`src/rtl/bf_console.sv`:
```
// Text console sink: queues core print bytes, renders {ATTR,char} cells into video RAM, tracks cursor.
// Latency: print at edge N -> pop at N+1 -> vwe during cycle after N+2; 2 cycles per printable byte.
// Backpressure: none upstream; a strobe while full is dropped and sets sticky overflow. BF_CONSOLE_SCROLL_EN enables scroll.
module bf_console #(
    parameter int         COLS       = 80,
    parameter int         ROWS       = 25,
    parameter int         DEPTH_LOG2 = 4,
    parameter logic [7:0] ATTR       = 8'h07
) (
    input  logic        clock,
    input  logic        reset,
    input  logic        print,
    input  logic [7:0]  data,
    output logic [10:0] vaddr,
    output logic [15:0] vdout,
    output logic        vwe,
    input  logic [15:0] vdin,
    output logic [6:0]  cur_x,
    output logic [4:0]  cur_y,
    output logic        busy,
    output logic        full,
    output logic        overflow
);

    localparam int                  DEPTH    = 1 << DEPTH_LOG2;
    localparam logic [DEPTH_LOG2:0] CNT_FULL = (DEPTH_LOG2 + 1)'(DEPTH);
    localparam logic [10:0]         COLS_A   = 11'(COLS);
    localparam logic [10:0]         CLR_LAST = 11'(COLS - 1);
    localparam logic [6:0]          X_LAST   = 7'(COLS - 1);
    localparam logic [4:0]          Y_LAST   = 5'(ROWS - 1);
    localparam logic [15:0]         BLANK    = {ATTR, 8'h20};
`ifdef BF_CONSOLE_SCROLL_EN
    localparam logic [10:0]         SCR_LAST = 11'((ROWS - 1) * COLS - 1);
    localparam logic [10:0]         CLR_BASE = 11'((ROWS - 1) * COLS);
`endif

    typedef enum logic [2:0] {
        IDLE,
        EXEC,
`ifdef BF_CONSOLE_SCROLL_EN
        SCROLL_RD,
        SCROLL_WR,
`endif
        CLEAR
    } state_t;

    state_t                state_q, state_d;
    logic [7:0]            ch_q, ch_d;
    logic [6:0]            cur_x_q, cur_x_d;
    logic [4:0]            cur_y_q, cur_y_d;
    logic [10:0]           vaddr_q, vaddr_d;
    logic [15:0]           vdout_q, vdout_d;
    logic                  vwe_q, vwe_d;
    logic [10:0]           ptr_q, ptr_d;
    logic [DEPTH_LOG2-1:0] wr_ptr_q, wr_ptr_d;
    logic [DEPTH_LOG2-1:0] rd_ptr_q, rd_ptr_d;
    logic [DEPTH_LOG2:0]   count_q, count_d;
    logic                  overflow_q, overflow_d;
    logic [7:0]            mem_q [DEPTH];

    logic                  fifo_full, fifo_empty, push, pop;
    logic [10:0]           cell_addr;

    assign fifo_full  = (count_q == CNT_FULL);
    assign fifo_empty = (count_q == '0);
    // Acceptance looks only at the registered count, never at a same-cycle pop.
    assign push       = print && !fifo_full;
    assign cell_addr  = 11'(cur_y_q) * COLS_A + 11'(cur_x_q);

    always_comb begin
        state_d    = state_q;
        ch_d       = ch_q;
        cur_x_d    = cur_x_q;
        cur_y_d    = cur_y_q;
        vaddr_d    = vaddr_q;
        vdout_d    = vdout_q;
        vwe_d      = 1'b0;
        ptr_d      = ptr_q;
        pop        = 1'b0;

        case (state_q)
            IDLE: begin
                if (!fifo_empty) begin
                    pop     = 1'b1;
                    ch_d    = mem_q[rd_ptr_q];
                    state_d = EXEC;
                end
            end
            EXEC: begin
                state_d = IDLE;
                case (ch_q)
                    8'h0A: begin
                        cur_x_d = '0;
                        if (cur_y_q < Y_LAST) begin
                            cur_y_d = cur_y_q + 5'd1;
                        end else begin
                            ptr_d   = '0;
`ifdef BF_CONSOLE_SCROLL_EN
                            vaddr_d = COLS_A;
                            state_d = SCROLL_RD;
`else
                            cur_y_d = '0;
                            vaddr_d = '0;
                            vdout_d = BLANK;
                            vwe_d   = 1'b1;
                            state_d = CLEAR;
`endif
                        end
                    end
                    8'h0D: cur_x_d = '0;
                    8'h08: begin
                        if (cur_x_q != '0) begin
                            cur_x_d = cur_x_q - 7'd1;
                            vaddr_d = cell_addr - 11'd1;
                            vdout_d = BLANK;
                            vwe_d   = 1'b1;
                        end
                    end
                    default: begin
                        vaddr_d = cell_addr;
                        vdout_d = {ATTR, ch_q};
                        vwe_d   = 1'b1;
                        if (cur_x_q < X_LAST) begin
                            cur_x_d = cur_x_q + 7'd1;
                        end else if (cur_y_q < Y_LAST) begin
                            cur_x_d = '0;
                            cur_y_d = cur_y_q + 5'd1;
                        end else begin
                            // Wrap on the last row: re-enter EXEC as a newline so the
                            // scroll/clear never collides with this cell write.
                            cur_x_d = '0;
                            ch_d    = 8'h0A;
                            state_d = EXEC;
                        end
                    end
                endcase
            end
`ifdef BF_CONSOLE_SCROLL_EN
            SCROLL_RD: begin
                vaddr_d = ptr_q;
                vwe_d   = 1'b1;
                state_d = SCROLL_WR;
            end
            SCROLL_WR: begin
                if (ptr_q == SCR_LAST) begin
                    ptr_d   = '0;
                    vaddr_d = CLR_BASE;
                    vdout_d = BLANK;
                    vwe_d   = 1'b1;
                    state_d = CLEAR;
                end else begin
                    ptr_d   = ptr_q + 11'd1;
                    vaddr_d = ptr_q + 11'd1 + COLS_A;
                    state_d = SCROLL_RD;
                end
            end
`endif
            CLEAR: begin
                if (ptr_q == CLR_LAST) begin
                    state_d = IDLE;
                end else begin
                    ptr_d   = ptr_q + 11'd1;
                    vaddr_d = vaddr_q + 11'd1;
                    vdout_d = BLANK;
                    vwe_d   = 1'b1;
                end
            end
            default: state_d = IDLE;
        endcase

        wr_ptr_d   = wr_ptr_q + DEPTH_LOG2'(push);
        rd_ptr_d   = rd_ptr_q + DEPTH_LOG2'(pop);
        count_d    = count_q;
        if (push && !pop) begin
            count_d = count_q + 1'b1;
        end else if (!push && pop) begin
            count_d = count_q - 1'b1;
        end
        overflow_d = overflow_q | (print & fifo_full);
    end

    always_ff @(posedge clock) begin
        if (reset) begin
            state_q    <= IDLE;
            ch_q       <= '0;
            cur_x_q    <= '0;
            cur_y_q    <= '0;
            vaddr_q    <= '0;
            vdout_q    <= '0;
            vwe_q      <= 1'b0;
            ptr_q      <= '0;
            wr_ptr_q   <= '0;
            rd_ptr_q   <= '0;
            count_q    <= '0;
            overflow_q <= 1'b0;
        end else begin
            state_q    <= state_d;
            ch_q       <= ch_d;
            cur_x_q    <= cur_x_d;
            cur_y_q    <= cur_y_d;
            vaddr_q    <= vaddr_d;
            vdout_q    <= vdout_d;
            vwe_q      <= vwe_d;
            ptr_q      <= ptr_d;
            wr_ptr_q   <= wr_ptr_d;
            rd_ptr_q   <= rd_ptr_d;
            count_q    <= count_d;
            overflow_q <= overflow_d;
        end
    end

    always_ff @(posedge clock) begin
        if (push) begin
            mem_q[wr_ptr_q] <= data;
        end
    end

    assign vaddr    = vaddr_q;
    assign vwe      = vwe_q;
    assign cur_x    = cur_x_q;
    assign cur_y    = cur_y_q;
    assign busy     = (state_q != IDLE) || !fifo_empty;
    assign full     = fifo_full;
    assign overflow = overflow_q;

`ifdef BF_CONSOLE_SCROLL_EN
    // Read data arrives the cycle after the read address, so it is forwarded straight to the write.
    assign vdout = (state_q == SCROLL_WR) ? vdin : vdout_q;
`else
    logic unused_vdin;
    assign unused_vdin = ^vdin;
    assign vdout       = vdout_q;
`endif

endmodule

```
`config.mk`:
```
export PLATFORM = sky130hd
export DESIGN_NAME = bf_console
export DESIGN_NICKNAME = d
export VERILOG_FILES = /design/src/rtl/bf_console.sv
export SDC_FILE = /design/constraint.sdc
export NUM_CORES = 1
export LEC_CHECK = 0
export CAP_MARGIN = 5
export CELL_PAD_IN_SITES_DETAIL_PLACEMENT = 1
export CELL_PAD_IN_SITES_GLOBAL_PLACEMENT = 2
export CORE_MARGIN = 3
export CORE_UTILIZATION = 41
export CTS_CLUSTER_DIAMETER = 30
export DETAILED_ROUTE_END_ITERATION = 10
export HOLD_SLACK_MARGIN = 0.05
export PLACE_DENSITY = 0.84
export REMOVE_ABC_BUFFERS = 1
export SLEW_MARGIN = 20
export SYNTH_ARGS = -nofsm -noshare
export SYNTH_HDL_FRONTEND = slang
export SYNTH_SLANG_ARGS = --single-unit
```
`constraint.sdc`:
```
create_clock -name clock -period 3.6 [get_ports clock]
set_clock_uncertainty 0.05 [all_clocks]
set_input_delay 0.36 -clock clock [delete_from_list [all_inputs] [get_ports clock]]
set_output_delay 0.36 -clock clock [all_outputs]
set_load 0.01 [all_outputs]
```
==> run_results.csv <==
group,metric,value,unit
power_and_ir_drop,p_leak,3.56,nW
clock_tree,clockRootBuffer,"clkbuf_16",
grt,grt_pass1_wl,36.3,mm
sta,maxSlewViolCount,0,
yosys,synth_top_area_share,42.1,%
worst_setup_path,rrSetupSlack,0.43,ns
floorplan,coreArea,21400,sq um
floorplan,initial_core_util,42.6,%
worst_setup_path,critPathLaunchType,"flip-flop",
drt,vias,5959,
run_status,status,"complete, no violations",
worst_setup_path,r2r_cells,11,
power_and_ir_drop,p_int,0.00460,W
grt,grt_pass1_vias,6333,
clock_tree,clk_latency,0.45,ns
sta,final_hold_viol_count,0,
run,maxCapViolCount,0,
power_and_ir_drop,p_clk_share,29.2,%
final_layout,antenna_cells,0,
worst_setup_path,critical_path_class,"reg2reg",
grt,overflow,0,
power_and_ir_drop,switching_share,35.6,%
clock_tree,ctsResizeCount,0,
place,routabilityCongestion,0.848,
floorplan,ios,70,
grt,grt_max_degree,40,
sta,worstMarginPinSlew,0.945,ns
final_layout,seq_area,5210,sq um
yosys,synth_edf_count,128,
power_and_ir_drop,p_seq_share,40.1,%
power_and_ir_drop,combPwrFrac,30.8,%
clock_tree,htree_levels,4,
place,dpl.hpwl,16.2,mm
power_and_ir_drop,ir_worst_vdd,0.000374,V
place,port_buffers,48,
clock_tree,cts.path.max_buffers,2,
floorplan,floorplan.rows,53,
drt,drc,0,
final_layout,fillCellCount,2175,
yosys,yosys.area.top_type,"edfxtp_1",
final_layout,area_growth,15.4,%
sta,fmax,315,MHz
yosys,syn-cell-area,9130,sq um
drt,drtIter0Drc,347,
worst_hold_path,hold_path_startpoint,"reset",
power_and_ir_drop,total_power,0.00714,W
yosys,async_flop_share,0,%
yosys,ys_top_cells_by_count,"edfxtp_1 (128), dfxtp_1 (68), nor2_1 (61)",
clock_tree,clock-sinks,196,
yosys,synthMostInstantiatedCell,"edfxtp_1",
drt,first_pass_iters,5,
clock_tree,path_clk_slew,0.09,ns
worst_setup_path,worstReg2RegStart,"cur_y[1]$_SDFFE_PP0P_",
yosys,synth_top_flop_cell,"edfxtp_1",
drt,wl_per_cell,21.5,um
clock_tree,numCtsBuffers,17,
final_layout,nets,816,
worst_hold_path,min_to,"state_q[1]$_SDFFE_PP0P_",
final_layout,drive_gt1_share,14.1,%
yosys,synth_seq_cells,196,
floorplan,design.die.area,24100,sq um
clock_tree,cts_setup_buffers,0,
worst_setup_path,arrival,3.50,ns
yosys,synth_cell_types,70,
yosys,synth.avg_cell_area,12.8,sq um
floorplan,chipWidth,155,um
clock_tree,cts-hold-fix-buffers,0,
grt,antenna_found_initial,0,
final_layout,multi_input_area,3630,sq um
grt,track_usage,19.6,%
worst_setup_path,cp_max_fo,7,
floorplan,die_h,155,um
worst_setup_path,required,3.93,ns
drt,antenna_left,0,
yosys,synth_area_leaders,"edfxtp_1 (42%), dfxtp_1 (15%), mux4_2 (9.9%)",
yosys,yosys_warnings,0,
power_and_ir_drop,switching_power,0.00254,W
drt,wirelength,22.5,mm
drt,via_per_inst,5.69,
yosys,ys_seq_area_share,57.0,%
sta,tns,0,ns
sta,period_minus_slack,3.17,ns
clock_tree,cts_tree,"yes",
sta,finalSetupViolCount,0,
worst_setup_path,crit_path_end_kind,"flip-flop",
sta,rsz0062_at_grt,"false",
sta,slew_headroom,36.9,%
power_and_ir_drop,power_density,677,nW/um^2
worst_setup_path,reg2reg_to,"vaddr[10]$_SDFFE_PP0P_",
sta,post-route-period-util,88.1,%
yosys,syn_inst,715,
worst_hold_path,min_path_type,"in2reg",
worst_hold_path,hold_depth,2,
==> cells by family (layout without fill, tap and decap cells) <==
logic type / Yosys count / count (layout) / synth area share (%)
buffers and inverters: 67 / 121 / 3.32
xor gates and xnor gates: 24 / 24 / 2.45
DFF: 196 / 196 / 57.0
other: 1 / 5 / 0.0411
adders and majority gates: 29 / 29 / 4.22
AOI/OAI and AO/OA: 126 / 126 / 8.93
muxes: 46 / 46 / 10.5
and+or+nand+nor: 226 / 226 / 13.5
==> sequential cells by signal, indices dropped and copies added, names as in the netlist <==
signal / cells
rd_ptr_q: 4
state_q: 2
ch_q: 8
cur_x: 7
vwe: 1
cur_y: 5
count_q: 5
ptr_q: 11
wr_ptr_q: 4
vaddr: 11
overflow: 1
vdout: 9
mem_q: 128
==> critical path: stages, from the launching register on <==
cell and delay, ns:
dfxtp_1 0.38, ha_1 0.31, ha_1 0.17, inv_1 0.06, fa_1 0.38, xor2_1 0.22, a2111oi_1 0.59, nand2b_1 0.18
a2111oi_4 0.33, mux2i_1 0.25, nand2_1 0.07, a31oi_1 0.12
==> routing by layer <==
metal	vias to the layer above	share of wire [%]	track usage, %
met3	23	3.3	2.95
met2	119	53	35.5
met1	3027	43	24.2
met4	0	1.6	5.84
li1	2790	-	-
met5	-	0	0
==> metrics by stage <==
step	utilization (%)	hold slack [ns]	setup slack, ns	std cells	area, sq um
after floorplan	-	0.379	0.642	677	8930
after global placement	46.1	0.398	0.469	1016	9870
after detailed placement	46.1	0.415	0.412	1016	9870
after CTS	49.2	0.198	0.389	1048	10500
after global routing	49.2	0.222	0.100	1048	10500
final	49.2	0.217	0.428	1048	10500
==> power by group through the flow <==
stage / Combinational [W] / Clock (W) / Sequential, W
global placement: 0.00212 / 0 / 0.00289
CTS: 0.00222 / 0.00212 / 0.00286
floorplan: 0.00144 / 0 / 0.00289
global route: 0.00243 / 0.00221 / 0.00290
detailed placement: 0.00221 / 0 / 0.00291
finish: 0.00220 / 0.00208 / 0.00286
==> final cells by class <==
type	count	share of cell area (%)
Tap cell	275	3.27
Sequential cell	196	49.4
Clock buffer	17	4.04
Inverter	25	0.891
Multi-Input combinational cell	456	34.5
Timing Repair Buffer	64	5.65
Clock inverter	15	2.24
==> placed cells by master, fill, tap and decap left out, types with 7 or more instances in the layout <==
cell type        synthesis  final
edfxtp_1               128    128
dfxtp_1                 68     67
nor2_1                  61     61
clkdlybuf4s50_1          0     47
nand2_1                 41     41
mux4_2                  40     40
a21oi_1                 39     39
o21ai_0                 29     29
ha_1                    26     26
inv_1                   25     25
nand3_1                 19     19
nor3_1                  17     17
clkbuf_16                0     17
buf_4                    7     16
and3_1                  13     13
xor2_1                  13     13
or3_1                   11     11
nor2b_1                 10     10
xnor2_1                 10     10
nand2b_1                 7      7
inv_12                   0      7
==> how the worst max path moves through the flow <==
stage | cells past startpoint | slack [ns] | startpoint | to
6_report | 11 | 0.43 | cur_y[1]$_SDFFE_PP0P_ | vaddr[10]$_SDFFE_PP0P_
3_5_place_dp | 11 | 0.41 | cur_y[1]$_SDFFE_PP0P_ | vaddr[10]$_SDFFE_PP0P_
4_1_cts | 11 | 0.39 | cur_y[1]$_SDFFE_PP0P_ | vaddr[10]$_SDFFE_PP0P_
2_1_floorplan | 3 | 0.64 | rd_ptr_q[0]$_SDFF_PP0_ | ch_q[5]$_SDFFE_PP0P_
3_3_place_gp | 11 | 0.47 | cur_y[1]$_SDFFE_PP0P_ | vaddr[10]$_SDFFE_PP0P_
5_1_grt | 11 | 0.10 | cur_y[2]$_SDFFE_PP0P_ | vaddr[10]$_SDFFE_PP0P_
Power figures use the tool's default switching activity.
